### config.mk
export PLATFORM = sky130hd
export DESIGN_NAME = serial_tx
export DESIGN_NICKNAME = d
export VERILOG_FILES = /design/src/rtl/serial_tx.sv
export SDC_FILE = /design/constraint.sdc
export NUM_CORES = 1
export LEC_CHECK = 0
export ABC_CLOCK_PERIOD_IN_PS = 1400
export BUFFER_PORTS_ARGS = -buffer_cell sky130_fd_sc_hd__buf_2
export CAP_MARGIN = 40
export CORE_MARGIN = 10
export CORE_UTILIZATION = 32
export DETAILED_ROUTE_END_ITERATION = 10
export GPL_TIMING_DRIVEN = 0
export SYNTH_ARGS = -nofsm -noshare
export SYNTH_HDL_FRONTEND = slang
export SYNTH_SLANG_ARGS = --single-unit
export TNS_END_PERCENT = 5
### constraint.sdc
create_clock -name clk -period 1.4 [get_ports clk]
set_input_delay 0.28 -clock clk [delete_from_list [all_inputs] [get_ports clk]]
set_output_delay 0.28 -clock clk [all_outputs]
set_load 0.01 [all_outputs]
### src/rtl/serial_tx.sv
// serial_tx: parallel-in, serial-out UART-style transmitter.
// A word is accepted through a valid/ready handshake and then sent as
// start bit (0), DATA_W data bits LSB first and stop bit (1). Each bit
// is held on the line for CLKS_PER_BIT clock cycles.
module serial_tx #(
  parameter int DATA_W       = 8,
  parameter int CLKS_PER_BIT = 4
) (
  input  logic              clk,
  input  logic              rst_n,
  input  logic              tx_valid,
  input  logic [DATA_W-1:0] tx_data,
  output logic              tx_ready,
  output logic              tx_out,
  output logic              busy,
  output logic              tx_done
);

  // Counter widths never drop below one bit so CLKS_PER_BIT=1 / DATA_W=1 still elaborate.
  localparam int BAUD_W = (CLKS_PER_BIT > 1) ? $clog2(CLKS_PER_BIT) : 1;
  localparam int BIT_W  = (DATA_W > 1) ? $clog2(DATA_W) : 1;
  localparam logic [BAUD_W-1:0] BAUD_LAST = BAUD_W'(CLKS_PER_BIT - 1);
  localparam logic [BIT_W-1:0]  BIT_LAST  = BIT_W'(DATA_W - 1);

  typedef enum logic [1:0] {
    ST_IDLE  = 2'b00,
    ST_START = 2'b01,
    ST_DATA  = 2'b10,
    ST_STOP  = 2'b11
  } state_t;

  state_t              r_state;
  state_t              w_state_nxt;
  logic [BAUD_W-1:0]   r_baud;
  logic [BAUD_W-1:0]   w_baud_nxt;
  logic [BIT_W-1:0]    r_bit;
  logic [BIT_W-1:0]    w_bit_nxt;
  logic [DATA_W-1:0]   r_shift;
  logic [DATA_W-1:0]   w_shift_nxt;
  logic                w_baud_wrap;

  logic                r_tx_out;
  logic                r_tx_ready;
  logic                r_busy;
  logic                r_tx_done;
  logic                w_tx_out_nxt;
  logic                w_tx_ready_nxt;
  logic                w_busy_nxt;
  logic                w_tx_done_nxt;

  // Next-state, counter and shift-register logic of the frame sequencer.
  always_comb begin
    w_state_nxt = r_state;
    w_baud_nxt  = r_baud;
    w_bit_nxt   = r_bit;
    w_shift_nxt = r_shift;
    w_baud_wrap = (r_baud == BAUD_LAST);

    case (r_state)
      ST_IDLE: begin
        w_baud_nxt = '0;
        w_bit_nxt  = '0;
        if (tx_valid) begin
          w_state_nxt = ST_START;
          w_shift_nxt = tx_data;
        end else begin
          w_state_nxt = ST_IDLE;
        end
      end
      ST_START: begin
        if (w_baud_wrap) begin
          w_state_nxt = ST_DATA;
          w_baud_nxt  = '0;
        end else begin
          w_baud_nxt  = r_baud + BAUD_W'(1);
        end
      end
      ST_DATA: begin
        if (w_baud_wrap) begin
          w_baud_nxt  = '0;
          w_shift_nxt = r_shift >> 1;
          if (r_bit == BIT_LAST) begin
            w_state_nxt = ST_STOP;
            w_bit_nxt   = '0;
          end else begin
            w_bit_nxt   = r_bit + BIT_W'(1);
          end
        end else begin
          w_baud_nxt  = r_baud + BAUD_W'(1);
        end
      end
      ST_STOP: begin
        if (w_baud_wrap) begin
          w_state_nxt = ST_IDLE;
          w_baud_nxt  = '0;
        end else begin
          w_baud_nxt  = r_baud + BAUD_W'(1);
        end
      end
      default: begin
        w_state_nxt = ST_IDLE;
        w_baud_nxt  = '0;
        w_bit_nxt   = '0;
      end
    endcase
  end

  // Output values decoded from the next state so the registered outputs line up with it.
  always_comb begin
    w_tx_ready_nxt = (w_state_nxt == ST_IDLE);
    w_busy_nxt     = (w_state_nxt != ST_IDLE);
    w_tx_done_nxt  = (w_state_nxt == ST_STOP) && (w_baud_nxt == BAUD_LAST);
    case (w_state_nxt)
      ST_START: w_tx_out_nxt = 1'b0;
      ST_DATA:  w_tx_out_nxt = w_shift_nxt[0];
      default:  w_tx_out_nxt = 1'b1;
    endcase
  end

  // State, counters, shift register and registered outputs; reset forces an idle line at once.
  always_ff @(posedge clk or negedge rst_n) begin
    if (!rst_n) begin
      r_state    <= ST_IDLE;
      r_baud     <= '0;
      r_bit      <= '0;
      r_shift    <= '0;
      r_tx_out   <= 1'b1;
      r_tx_ready <= 1'b1;
      r_busy     <= 1'b0;
      r_tx_done  <= 1'b0;
    end else begin
      r_state    <= w_state_nxt;
      r_baud     <= w_baud_nxt;
      r_bit      <= w_bit_nxt;
      r_shift    <= w_shift_nxt;
      r_tx_out   <= w_tx_out_nxt;
      r_tx_ready <= w_tx_ready_nxt;
      r_busy     <= w_busy_nxt;
      r_tx_done  <= w_tx_done_nxt;
    end
  end

  assign tx_out   = r_tx_out;
  assign tx_ready = r_tx_ready;
  assign busy     = r_busy;
  assign tx_done  = r_tx_done;

endmodule
==> results.txt <==
Clock Tree Buf Depth - 2
RSZ-0062 raised after global routing - no
Critical Path Slowest Stage Cell - dfrtp_1
CORE AREA - 0.002545 mm^2
hpwl dp - 1285 um
syn avg cell area - 11.84 um^2
Die W - 72.32 um
syn_nets - 88
grt ovf - 0
CTS clk-pin slew, worst paths - 0.10 ns
DR iter-0 viols - 18
number of synthesized register bits - 19
Post-synth EDFFs - 0
final wirelength - 1879 um
Slew Limit Fails - 0
crit path kind - register to register
Synth Cell Area - 875.8 um^2
H-tree Lvls - 1
# rows - 18
CP required - 1.58 ns
Max VDD drop - 0.9408 mV
highest routing layer actually used - met4
Util after Layout - 42.53%
Ports - 15
CTS sink cnt - 19
All-Layer GR Usage - 7.003%
CTS tree - built
port bufs - 14
residual DRC count - 0
pin count of the biggest net entering global routing - 20
status - finished, final reports clean
Synth top area share - 48.57%
Final #Nets - 113
first-pass GRT wire length - 2918 um
vias in the first global route - 666
Clock Skew - 0.0008567 ns
synth warn - 0
Crit. End Element - register
CP Max Fanout - 3
clk root buf - clkbuf_4
Initial Util - 34.41%
Max Cap Viol - 0
main flop type after synthesis - dfrtp_1
Worst Path Buf+Inv - 0
Final period util - 95.83%
slew margin rel. - 71.08%
register area - 478.0 um^2
worst-path cell chain - ha_1, ha_2, and3_1, a211oi_2, a21oi_1
CP max stage delay - 0.41 ns
met3 routed WL - 64 um
post-synthesis sequential area ratio - 54.57%
Final ANT Viol Nets - 0
vias per cell - 5.086
CP delay by family, top - flip-flops
routed len/inst - 14.68 um
fraction of layout cells with a size suffix above 1 - 34.69%
slew at the pin closest to its max-slew limit - 0.4338 ns
Filler cells - 259
met1 wire length - 795 um
Synth async-reset ratio - 100.0%
Num CTS Buffers - 3
total die area - 0.005229 mm^2
Yosys top cell by area - dfrtp_1
Final Hold Vio Count - 0
GP Congestion - 0.7616
initial antenna violation count - 0
pwr/cell area - 2116 mW/mm^2
die height - 72.32 um
post-route design area - 0.001082 mm^2
Synth area leaders - dfrtp_1, a22o_1, a21o_1, dfstp_2, ha_1
later-pin clock latency in the skew report - 0.29 ns
vias post-DR - 651
Final Setup Violations - 0
Post-Synthesis Cells - 74
# diodes - 0
library cells used by synthesis - 24
crit path DAT - 1.52 ns
drt pass-1 iters - 2
CP Launch Type - register
minimum clock period - 1.342 ns
Placed Area - 983.4 um^2
Synth-to-Final Area Change - 23.57%
Met2 Wirelength - 984 um
multi-input logic area - 370.4 um^2
Pleak - 0.5490 nW
worst min path class - input port to register
Max Fclk - 745.3 MHz
worst register-to-register path, stage by stage (launching register included):
cell and delay, ns:
dfrtp_1 0.41, ha_1 0.19, ha_2 0.19, and3_1 0.19
a211oi_2 0.20, a21oi_1 0.06
metal layers:
metal	GRT usage, %	up-vias
li1	-	320
met1	7.325	322
met2	11.47	7
met3	1.633	2
met4	6.237	0
met5	0	-
Yosys cell counts (all sizes together), types with 2 or more instances:
| cell | count |
|---|---|
| ha | 3 |
| nor3 | 3 |
| a21oi | 2 |
| nor2 | 5 |
| nor2b | 2 |
| nand2 | 4 |
| dfrtp | 17 |
| dfstp | 2 |
| inv | 3 |
| a22o | 12 |
| a21o | 7 |
| buf | 4 |
area by class of cell:
type,instances,share of cell area (%)
Buffer,4,2.659
Tap cell,30,3.468
Inverter,3,1.040
Sequential cell,19,44.16
Timing Repair Buffer,20,12.02
Multi-Input combinational cell,48,34.22
Clock buffer,4,2.428
worst paths after layout:
| kind | to | cells after the start | from | slack (ns) |
|---|---|---|---|---|
| setup / recovery | r_state[0] | 5 | r_bit[1] | 0.06 |
| hold / removal | r_shift[7] | 2 | tx_data[7] | 0.22 |
| setup reg to reg | r_state[0] | 5 | r_bit[1] | 0.06 |
| hold reg to reg | r_shift[4] | 1 | r_shift[4] | 0.49 |
| max in group asynchronous | tx_out | 2 | rst_n | 0.62 |
| min in group asynchronous | tx_done | 2 | rst_n | 0.45 |
cell families (layout without fill, tap and decap cells):
group           Yosys count  count (layout)  synth area share (%)
compound gates           26              26                 23.57
xor+xnor                  1               1                 1.000
fa+ha+maj                 3               3                 4.286
buf+inv                   7              31                 4.285
flops                    19              19                 54.57
simple gates             18              18                 12.28
where the power goes:
group          total [mW]  internal, mW  leakage, nW  switching [mW]
logic                1.03         0.537        0.305           0.493
clock network       0.274         0.111       0.0150           0.163
registers           0.986         0.828        0.229           0.158
metrics by stage:
stage	hold slack (ns)	setup TNS, ns	power [mW]	instances	worst slack, ns
floorplan	-0.01559	0	1.648	74	0.08753
finish	0.2231	0	2.290	128	0.05832
CTS	0.2136	0	2.214	125	0.007090
detailed placement	0.2461	-0.01086	1.888	118	-0.01086
global placement	0.2388	0	1.840	118	0.001099
global route	0.2246	0	2.484	128	0.004105
state kept, by name, indices dropped and copies added, names as in the netlist:
name / flops
r_bit: 3
r_baud: 2
tx_done: 1
r_shift: 8
tx_ready: 1
r_state: 2
busy: 1
tx_out: 1
layout by cell type, fill, tap and decap left out, drive strengths merged:
master / instances
nand3: 1
xnor2: 1
clkbuf: 5
nor2: 5
dlygate4sd3: 1
dfrtp: 17
and3: 1
dfstp: 2
a31o: 1
buf: 22
o21ai: 1
a21oi: 2
nand2: 4
a21o: 7
and3b: 1
nor2b: 2
a22o: 12
a211oi: 1
nor3: 3
inv: 3
ha: 3
nor3b: 1
a221o: 1
a22oi: 1
repair_timing:
action | 4_1_cts | 5_1_grt
hold buffers | 1 | 0
hold endpoints to repair | 17 | 0
endpoints found under the setup margin | 1 | 11
pin swaps | 0 | 2
buffers inserted | 2 | 3
gates resized for setup | 0 | 4
Power figures use the tool's default switching activity.
